### config.mk
export PLATFORM = sky130hd
export DESIGN_NAME = imm_gen_pipe
export DESIGN_NICKNAME = d
export VERILOG_FILES = /design/src/rtl/imm_gen_pkg.sv /design/src/rtl/imm_decode.sv /design/src/rtl/imm_gen_pipe.sv
export SDC_FILE = /design/constraint.sdc
export NUM_CORES = 1
export LEC_CHECK = 0
export ABC_AREA = 1
export CORE_ASPECT_RATIO = 1.4
export CORE_UTILIZATION = 55
export CTS_CLUSTER_SIZE = 20
export DETAILED_ROUTE_END_ITERATION = 16
export PLACE_DENSITY = 0.85
export RECOVER_POWER = 100
export SYNTH_ARGS = -nofsm -noshare
export SYNTH_HDL_FRONTEND = slang
export SYNTH_SLANG_ARGS = --single-unit
export TNS_END_PERCENT = 30
### constraint.sdc
create_clock -name clk -period 8.44 [get_ports clk]
set_clock_uncertainty 0.2 [all_clocks]
set_input_delay 0.844 -clock clk [delete_from_list [all_inputs] [get_ports clk]]
set_output_delay 0.844 -clock clk [all_outputs]
set_load 0.02 [all_outputs]
### src/rtl/imm_gen_pkg.sv
// Shared definitions for the pipelined immediate generator: RV opcodes,
// immediate format codes and a sign-extension helper.
package imm_gen_pkg;

    // Widest supported datapath; narrower builds slice the low XLEN bits.
    localparam int MAX_XLEN = 64;

    localparam logic [6:0] OPC_LOAD     = 7'b0000011;
    localparam logic [6:0] OPC_MISC_MEM = 7'b0001111;
    localparam logic [6:0] OPC_OP_IMM   = 7'b0010011;
    localparam logic [6:0] OPC_AUIPC    = 7'b0010111;
    localparam logic [6:0] OPC_STORE    = 7'b0100011;
    localparam logic [6:0] OPC_OP       = 7'b0110011;
    localparam logic [6:0] OPC_LUI      = 7'b0110111;
    localparam logic [6:0] OPC_BRANCH   = 7'b1100011;
    localparam logic [6:0] OPC_JALR     = 7'b1100111;
    localparam logic [6:0] OPC_JAL      = 7'b1101111;
    localparam logic [6:0] OPC_SYSTEM   = 7'b1110011;

    typedef enum logic [2:0] {
        FMT_NONE = 3'd0,
        FMT_I    = 3'd1,
        FMT_S    = 3'd2,
        FMT_B    = 3'd3,
        FMT_U    = 3'd4,
        FMT_J    = 3'd5,
        FMT_SH   = 3'd6,
        FMT_R    = 3'd7
    } imm_fmt_e;

    // Sign-extend the low src_w bits of val to MAX_XLEN bits; callers keep
    // the low XLEN bits. src_w is always a constant at the call site.
    function automatic logic [MAX_XLEN-1:0] sext(input logic [31:0] val,
                                                 input int unsigned src_w);
        logic signed [MAX_XLEN-1:0] t;
        t = $signed({{(MAX_XLEN-32){1'b0}}, val} << (MAX_XLEN - src_w));
        return t >>> (MAX_XLEN - src_w);
    endfunction

endpackage

### src/rtl/imm_decode.sv
// Combinational immediate decode: format classification, extension to XLEN,
// unknown-opcode flag and PC-relative target for B, J and AUIPC.
module imm_decode
    import imm_gen_pkg::*;
#(
    parameter int XLEN = 32
) (
    input  logic [31:0]     inst_i,
    input  logic [XLEN-1:0] pc_i,
    output logic [XLEN-1:0] imm_o,
    output imm_fmt_e        fmt_o,
    output logic            illegal_o,
    output logic [XLEN-1:0] target_o
);

    localparam int SHAMT_W = (XLEN == 64) ? 6 : 5;

    logic [6:0]          opcode;
    logic [2:0]          funct3;
    logic [MAX_XLEN-1:0] imm_wide;
    logic                use_target;

    assign opcode = inst_i[6:0];
    assign funct3 = inst_i[14:12];

    // Opcode decode; the case key covers inst[1:0] so compressed encodings fall to default.
    always_comb begin
        imm_wide   = '0;
        fmt_o      = FMT_NONE;
        illegal_o  = 1'b0;
        use_target = 1'b0;
        case (opcode)
            OPC_OP_IMM: begin
                if (funct3 == 3'b001 || funct3 == 3'b101) begin
                    fmt_o                  = FMT_SH;
                    imm_wide[SHAMT_W-1:0] = inst_i[20 +: SHAMT_W];
                end else begin
                    fmt_o    = FMT_I;
                    imm_wide = sext({20'b0, inst_i[31:20]}, 12);
                end
            end
            OPC_LOAD, OPC_JALR, OPC_MISC_MEM, OPC_SYSTEM: begin
                fmt_o    = FMT_I;
                imm_wide = sext({20'b0, inst_i[31:20]}, 12);
            end
            OPC_STORE: begin
                fmt_o    = FMT_S;
                imm_wide = sext({20'b0, inst_i[31:25], inst_i[11:7]}, 12);
            end
            OPC_BRANCH: begin
                fmt_o      = FMT_B;
                use_target = 1'b1;
                imm_wide   = sext({19'b0, inst_i[31], inst_i[7], inst_i[30:25],
                                   inst_i[11:8], 1'b0}, 13);
            end
            OPC_LUI: begin
                fmt_o    = FMT_U;
                imm_wide = sext({inst_i[31:12], 12'b0}, 32);
            end
            OPC_AUIPC: begin
                fmt_o      = FMT_U;
                use_target = 1'b1;
                imm_wide   = sext({inst_i[31:12], 12'b0}, 32);
            end
            OPC_JAL: begin
                fmt_o      = FMT_J;
                use_target = 1'b1;
                imm_wide   = sext({11'b0, inst_i[31], inst_i[19:12], inst_i[20],
                                   inst_i[30:21], 1'b0}, 21);
            end
            OPC_OP: begin
                fmt_o = FMT_R;
            end
            default: begin
                illegal_o = 1'b1;
            end
        endcase
    end

    assign imm_o    = imm_wide[XLEN-1:0];
    assign target_o = use_target ? (pc_i + imm_o) : '0;

    // Upper bits of the wide helper result are meaningless below MAX_XLEN.
    if (XLEN < MAX_XLEN) begin : g_hi_sink
        logic unused_imm_hi;
        assign unused_imm_hi = ^imm_wide[MAX_XLEN-1:XLEN];
    end

endmodule

### src/rtl/imm_gen_pipe.sv
// Registered immediate generator between fetch and decode/execute: a main
// output register plus one skid entry give full throughput with a
// registered in_ready.
module imm_gen_pipe
    import imm_gen_pkg::*;
#(
    parameter int XLEN = 32
) (
    input  logic            clk,
    input  logic            rst,
    input  logic            flush,
    input  logic            in_valid,
    output logic            in_ready,
    input  logic [31:0]     in_inst,
    input  logic [XLEN-1:0] in_pc,
    output logic            out_valid,
    input  logic            out_ready,
    output logic [XLEN-1:0] out_imm,
    output logic [2:0]      out_fmt,
    output logic            out_illegal,
    output logic [XLEN-1:0] out_target,
    output logic [XLEN-1:0] out_pc
);

    // Handshake: a beat moves on a side when its valid and ready are both
    // high at a rising clk edge. in_ready is a flop equal to "skid empty",
    // so it never depends combinationally on out_ready; out_* come straight
    // from the main register and hold while out_valid & !out_ready.

    typedef struct packed {
        logic [XLEN-1:0] pc;
        logic [XLEN-1:0] target;
        logic [XLEN-1:0] imm;
        imm_fmt_e        fmt;
        logic            illegal;
    } entry_t;

    entry_t          dec_entry;
    logic [XLEN-1:0] dec_imm;
    logic [XLEN-1:0] dec_target;
    imm_fmt_e        dec_fmt;
    logic            dec_illegal;

    entry_t main_q, main_d;
    entry_t skid_q, skid_d;
    logic   main_valid_q, main_valid_d;
    logic   skid_valid_q, skid_valid_d;
    logic   in_ready_q, in_ready_d;
    logic   accept;
    logic   drain;

    imm_decode #(.XLEN(XLEN)) u_decode (
        .inst_i    (in_inst),
        .pc_i      (in_pc),
        .imm_o     (dec_imm),
        .fmt_o     (dec_fmt),
        .illegal_o (dec_illegal),
        .target_o  (dec_target)
    );

    assign dec_entry = '{pc: in_pc, target: dec_target, imm: dec_imm,
                         fmt: dec_fmt, illegal: dec_illegal};

    assign accept = in_valid & in_ready_q;
    assign drain  = main_valid_q & out_ready;

    // Buffer control: flush wins, then refill main (from skid first), else park in skid.
    always_comb begin
        main_d       = main_q;
        skid_d       = skid_q;
        main_valid_d = main_valid_q;
        skid_valid_d = skid_valid_q;
        if (flush) begin
            main_d       = '0;
            skid_d       = '0;
            main_valid_d = 1'b0;
            skid_valid_d = 1'b0;
        end else if (!main_valid_q || drain) begin
            if (skid_valid_q) begin
                main_d       = skid_q;
                main_valid_d = 1'b1;
                skid_valid_d = 1'b0;
            end else if (accept) begin
                main_d       = dec_entry;
                main_valid_d = 1'b1;
            end else begin
                main_valid_d = 1'b0;
            end
        end else if (accept) begin
            skid_d       = dec_entry;
            skid_valid_d = 1'b1;
        end
        in_ready_d = !skid_valid_d;
    end

    // State registers; reset empties both entries and holds in_ready low.
    always_ff @(posedge clk or posedge rst) begin
        if (rst) begin
            main_q       <= '0;
            skid_q       <= '0;
            main_valid_q <= 1'b0;
            skid_valid_q <= 1'b0;
            in_ready_q   <= 1'b0;
        end else begin
            main_q       <= main_d;
            skid_q       <= skid_d;
            main_valid_q <= main_valid_d;
            skid_valid_q <= skid_valid_d;
            in_ready_q   <= in_ready_d;
        end
    end

    assign in_ready    = in_ready_q;
    assign out_valid   = main_valid_q;
    assign out_imm     = main_q.imm;
    assign out_fmt     = main_q.fmt;
    assign out_illegal = main_q.illegal;
    assign out_target  = main_q.target;
    assign out_pc      = main_q.pc;

endmodule

==> results of run 1 <==
[worst register-to-register path: stages, from the launching register on]
cell      delay, ns
dfrtp_4        0.70
a21oi_1        0.27
o21ai_0        0.17
nand2_2        0.08
clkbuf_1       2.35
inv_1          1.42
o21ai_0        0.38
o21ai_0        0.17
[cell families (layout without fill, tap and decap cells)]
| logic type | after synthesis | after routing | share of synthesized area [%] |
|---|---|---|---|
| AOI/OAI and AO/OA | 366 | 366 | 17.5 |
| and+or+nand+nor | 655 | 655 | 24.3 |
| DFF | 203 | 203 | 44.2 |
| adders and majority gates | 41 | 41 | 4.53 |
| buffers and inverters | 279 | 425 | 9.43 |
[path summary, 6_finish.rpt]
path | startpoint | end | slack [ns] | cells after the start
min in group asynchronous | rst | out_pc[3] | 0.77 | 2
min | out_imm[27] | out_imm[27] | 0.28 | 2
min reg2reg | out_imm[27] | out_imm[27] | 0.28 | 2
max reg2reg | skid_valid_q | out_imm[10] | 2.57 | 7
max in group asynchronous | rst | skid_q[60] | 5.73 | 3
max | out_ready | out_imm[10] | 2.53 | 8
[metal layers]
layer / vias to the layer above / GRT usage (%) / wire length, µm
met5: - / 0 / 0
met4: 0 / 15.9 / 1740
met3: 85 / 3.17 / 2110
met2: 442 / 54.8 / 17100
met1: 5202 / 42.8 / 13500
li1: 5225 / - / -
[registers in the layout, indices dropped and copies added, names as in the netlist]
name          cells
skid_q          100
in_ready          1
out_target       32
out_illegal       1
skid_valid_q      1
out_pc           32
out_fmt           3
out_imm          32
out_valid         1
[through the flow]
step | instances | total power (W) | worst slack, ns | cell area (µm²) | utilization (%)
4_1_cts | 1946 | 0.00233 | 4.27 | 14000 | 68.3
5_1_grt | 1946 | 0.00240 | 2.02 | 14000 | 68.2
3_5_place_dp | 1910 | 0.00140 | 3.76 | 13300 | 64.9
3_3_place_gp | 1910 | 0.00140 | 3.93 | 13300 | 64.9
6_report | 1946 | 0.00231 | 2.53 | 14000 | 68.2
2_1_floorplan | 1544 | 0.00124 | 1.86 | 11500 | -
[cell type report]
type / count / area (µm²)
Clock inverter: 5 / 88.8
Clock buffer: 31 / 592
Sequential cell: 203 / 5080
Multi-Input combinational cell: 1062 / 5330
Fill cell: 1732 / 6520
Tap cell: 256 / 320
Inverter: 212 / 803
Timing Repair Buffer: 177 / 1750
[report_power, final]
group          total, W  internal (W)  switching (W)
logic          0.000350      0.000123       0.000227
clock network  0.000935      0.000546       0.000389
registers       0.00103       0.00101      0.0000199
total           0.00231       0.00168       0.000635
[cells in the final DEF (no fill, tap or decap), types with 20 or more instances in the layout]
cell type | synthesis | layout
inv_1 | 204 | 203
nor2_1 | 69 | 69
a21oi_1 | 72 | 72
ha_1 | 40 | 40
dfrtp_1 | 203 | 202
o22ai_1 | 55 | 55
clkbuf_16 | 0 | 20
clkdlybuf4s50_1 | 0 | 66
o21ai_0 | 166 | 199
nand2_1 | 463 | 462
dlygate4sd3_1 | 0 | 104
nand3_1 | 61 | 61
==> metrics, run 1 <==
Num CTS Buffers=20; Post-synth EDFFs=0; post-DP HPWL=24400 µm; CTS tree=yes; Post-Syn Nets=1654; violations in the final reports=capacitance limit, slew limit; PD cells=~170 nW/µm²; Synth Warn #=0; Final Setup Violations=0; final WL=between 30000 and 40000 µm; Post-Synthesis Cells=between 1500 and 2000; worst hold slack=approximately 0.28 ns; max cap viols=2; WP buf/inv=3; fin crit period=5.91 ns; Max Root-Sink Buffers=3; GRT Overall Usage=between 30% and 40%; WS Path Type=in2reg; GP Congestion=between 0.9 and 1; CORE AREA=about 20000 µm²; crit-path most repeated cell=o21ai_0; Routed Antenna Nets=0; layout cell share with drive strength beyond 1=under 10%; Commonest cells post-synth=nand2_1 (463), inv_1 (204), dfrtp_1 (203); top_reg_cell synth=dfrtp_1; Slowest-stage cell, CP=clkbuf_1; outcome=complete, but fails checks; slowest stage delay, CP=between 2 and 2.5 ns; row count=between 60 and 70; clock latency on the worst-skew pair=around 0.51 ns; count leader, synth=nand2_1; clock root buffer=clkbuf_16; CP max FO=76; leading post-synthesis cells by cell area=dfrtp_1 (44%), nand2_1 (15%), o21ai_0 (7.2%); first-pass GRT wire length=between 50000 and 60000 µm; top cell type's share of synthesized area=between 40 and 50%; H-tree depth=1; RSZ-0062 raised after global routing=false; total gr overflow=0; element type at the critical path end=flip-flop; Vias/cell=~5.6; CTS Sinks=approximately 200; vias in the first global route=roughly 10000; endpoints failing hold=0; Relative slew margins=-195%; setup TNS=0 ns; Fmax=169 MHz; CP Data Required Time=~8.6 ns; most area-hungry cell type in the Yosys netlist=dfrtp_1; fin nets=~1800; CTS resizes=0; die width=about 120 µm; Seq/Total Area, Yosys=approximately 44%; Slew @ Worst Pin=around 4.4 ns; Leak=7.14 nW; I/O Pins=between 150 and 200; PortBufs=170; Starting DRT DRC Count=1082; drt pass-1 iters=7; Final period util=between 70% and 80%; Area Growth Syn to Fin=21.5%; VDD IR max=about 0.00016 V; remaining routing DRC violations=0; Synth Cell Area=around 11000 µm²; HP Class=reg2reg; Async SR Flop Fraction=100%; starting density of the core=a little under three fifths; routed len/inst=between 15 and 20 µm; initial antenna violation count=0; number of hold buffers added after CTS=0; ant diodes=0; Syn Area/Cell=about 7.4 µm²; Seq cells post-synth=about 200; Pins Over Slew Limit=178; DIE AREA=about 21000 µm²; worst path arrival time=between 6 and 7 ns; pin count of the biggest net entering global routing=130; DIE HEIGHT=173 µm; total number of vias=about 11000; Critical Path Start Type=input port; worst path cell trace=dlygate4sd3_1, nor2_1, o21ai_0, nand2_2, clkbuf_1, inv_1, o21ai_0, o21ai_0; setup bufs post-CTS=0; library cells used by synthesis=40; Crit path max-delay family=buffers and inverters; CTS clk-pin slew, worst paths=0.06 ns
(Power assumes the default switching activity.)
==> inputs of run 2 (changes only) <==
==> constraint.sdc (replaced) <==
create_clock -name clk -period 6.1 [get_ports clk]
set_clock_uncertainty 0.2 [all_clocks]
set_input_delay 0.61 -clock clk [delete_from_list [all_inputs] [get_ports clk]]
set_output_delay 0.61 -clock clk [all_outputs]
set_load 0.02 [all_outputs]
==> metrics, run 2 (synthesized netlist as in run 1, its figures left out) <==
outcome=complete, but fails checks; violations in the final reports=capacitance limit, slew limit; CORE AREA=20500 µm² (unchanged); total gr overflow=0 (unchanged); remaining routing DRC violations=0 (unchanged); Seq pwr share=44.6% (+0.2 points); fin crit period=around 4.6 ns; die width=124 µm (unchanged); worst path arrival time=4.78 ns (-1.30 ns); Vias/cell=5.59 (-0.74%); CTS Sinks=203 (unchanged); total number of vias=10900 (-0.69%); Routed Antenna Nets=0 (unchanged); Reg with most FFs=skid_q; Slew @ Worst Pin=3.05 ns (-1.37 ns); layout cell share with drive strength beyond 1=5.20% (-1.0 points); I/O Pins=171 (unchanged); P_sw=0.000894 W (+41%); Finished Cell Area=13800 µm² (-0.90%); Tot Pwr=0.00319 W (+38%); CP Data Required Time=6.29 ns (-2.32 ns); final worst slack=1.51 ns (-1.02 ns); row count=62 (unchanged); net switching fraction of the power=28.1% (+0.59 points); WS Path Type=in2reg; RSZ-0062 raised after global routing=false; area post-placement=13300 µm² (+0.12%); post-DP HPWL=24500 µm (+0.47%); setup slack, reg-to-reg=1.63 ns (-0.94 ns); Max Root-Sink Buffers=3 (unchanged); element type at the critical path end=flip-flop; initial antenna violation count=0 (unchanged); GP Congestion=0.945 (-3.1%); DIE HEIGHT=173 µm (unchanged); pre-CTS setup slack=1.72 ns (-2.04 ns); Pins Over Slew Limit=334 (+88%); PD cells=230 nW/µm² (+39%); number of hold buffers added after CTS=0 (unchanged); Num CTS Buffers=20 (unchanged); VDD IR max=0.000191 V (+19%); DIE AREA=21500 µm² (unchanged); H-tree depth=1 (unchanged); Area Growth Syn to Fin=20.4%; clock latency on the worst-skew pair=0.51 ns (about the same); most frequent cells in the layout=nand2_1 (471), inv_1 (206), dfrtp_1 (203); Leak=7.11 nW (-0.34%); CTS resizes=0 (unchanged); Logic pwr share=15.0% (about the same); final WL=34800 µm (+0.94%); Final period util=about three quarters; CTS clk-pin slew, worst paths=0.06 ns (about the same); first-pass GRT wire length=56000 µm (+0.92%); GRT Overall Usage=33.6% (+0.50 points); P_int=0.00229 W (+37%); routed len/inst=17.9 µm (+0.89%); HP Class=reg2reg; Starting DRT DRC Count=917 (-15%); commonest non-fill, non-tap cell in the layout=nand2_1; Fmax=~220 MHz; max reg flops=100 (unchanged); clock root buffer=clkbuf_16; Final Setup Violations=0 (unchanged); Critical Path Start Type=input port; fin nets=1787 (+0.056%); endpoints failing hold=0 (unchanged); drt pass-1 iters=6 (-1); CP max FO=11 (-86%); setup TNS=0 ns (unchanged); CTS tree=yes; Relative slew margins=-104% (+92 points); Clk pwr share=40.4% (about the same); vias in the first global route=10800 (+3.0%); setup bufs post-CTS=0 (unchanged); pin count of the biggest net entering global routing=122 (-6.2%); starting density of the core=56.1% (unchanged); ant diodes=0 (unchanged); max cap viols=4 (+2); PortBufs=170 (unchanged)
run 2: changes by cell type in the layout (fill, tap and decap cells not counted), sizes merged:
cell and delta:
clkbuf -6, clkdlybuf4s50 -1, clkinv +5, clkinvlp +2
dlygate4sd3 +1
run 2: critical path: stages:
cell	delay (ns)
dlygate4sd3_1	0.54
nand2_1	0.10
inv_1	0.08
nand2_1	0.08
inv_1	0.10
nand2_1	0.09
inv_1	0.08
nand2_1	0.13
nand4_1	0.33
nand2_1	0.53
o21ai_0	0.35
ha_1	0.45
nand2_1	0.14
nor2_1	0.18
inv_1	0.09
nor3_1	0.25
nand2_1	0.18
nand2_1	0.09
nand2_1	0.05
nand3_1	0.09
nand2_1	0.07
nand2_1	0.10
nand2_1	0.06
run 2: layer usage:
layer	part of all wire, %	vias to the layer above	track usage [%]	routed length [µm]
li1	-	5211	-	-
met1	39	5141	42.7	13500
met2	50	429	55.7	17300
met3	6.0	97	3.76	2090
met4	5.5	0	16.9	1900
met5	0	-	0	0
run 2: cell type report:
type / instances / area (µm²)
fill: 1739 / 6650
multi-input combinational: 1062 / 5200
sequential: 203 / 5080
timing repair buffer: 178 / 1750
inverter: 212 / 797
clock buffer: 24 / 546
tap: 256 / 320
clock inverter: 12 / 134
run 2: per-stage QoR:
stage | hold WS (ns) | cells | util [%]
after global placement | 0.265 | 1911 | 65.0
after global routing | 0.301 | 1947 | 67.5
after detailed placement | 0.264 | 1911 | 65.0
after CTS | 0.268 | 1947 | 68.3
after floorplan | 0.293 | 1544 | -
final | 0.276 | 1947 | 67.5
run 2: path summary, 6_finish.rpt:
kind,start,endpoint,cells past startpoint
max in group asynchronous,rst,out_fmt[0],3
worst max-delay path,in_inst[1],out_target[24],23
worst max register to register,skid_valid_q,out_imm[2],6
worst min register to register,out_fmt[0],out_fmt[0],2
worst min-delay path,out_fmt[0],out_fmt[0],2
min in group asynchronous,rst,out_pc[8],2
run 2: power by group through the flow:
| stage | clock network, W | logic [W] | registers [W] |
|---|---|---|---|
| after floorplan | 0 | 0.000234 | 0.00149 |
| after global placement | 0 | 0.000491 | 0.00145 |
| after detailed placement | 0 | 0.000497 | 0.00145 |
| after CTS | 0.00129 | 0.000500 | 0.00142 |
| after global routing | 0.00135 | 0.000524 | 0.00143 |
| final | 0.00129 | 0.000477 | 0.00142 |
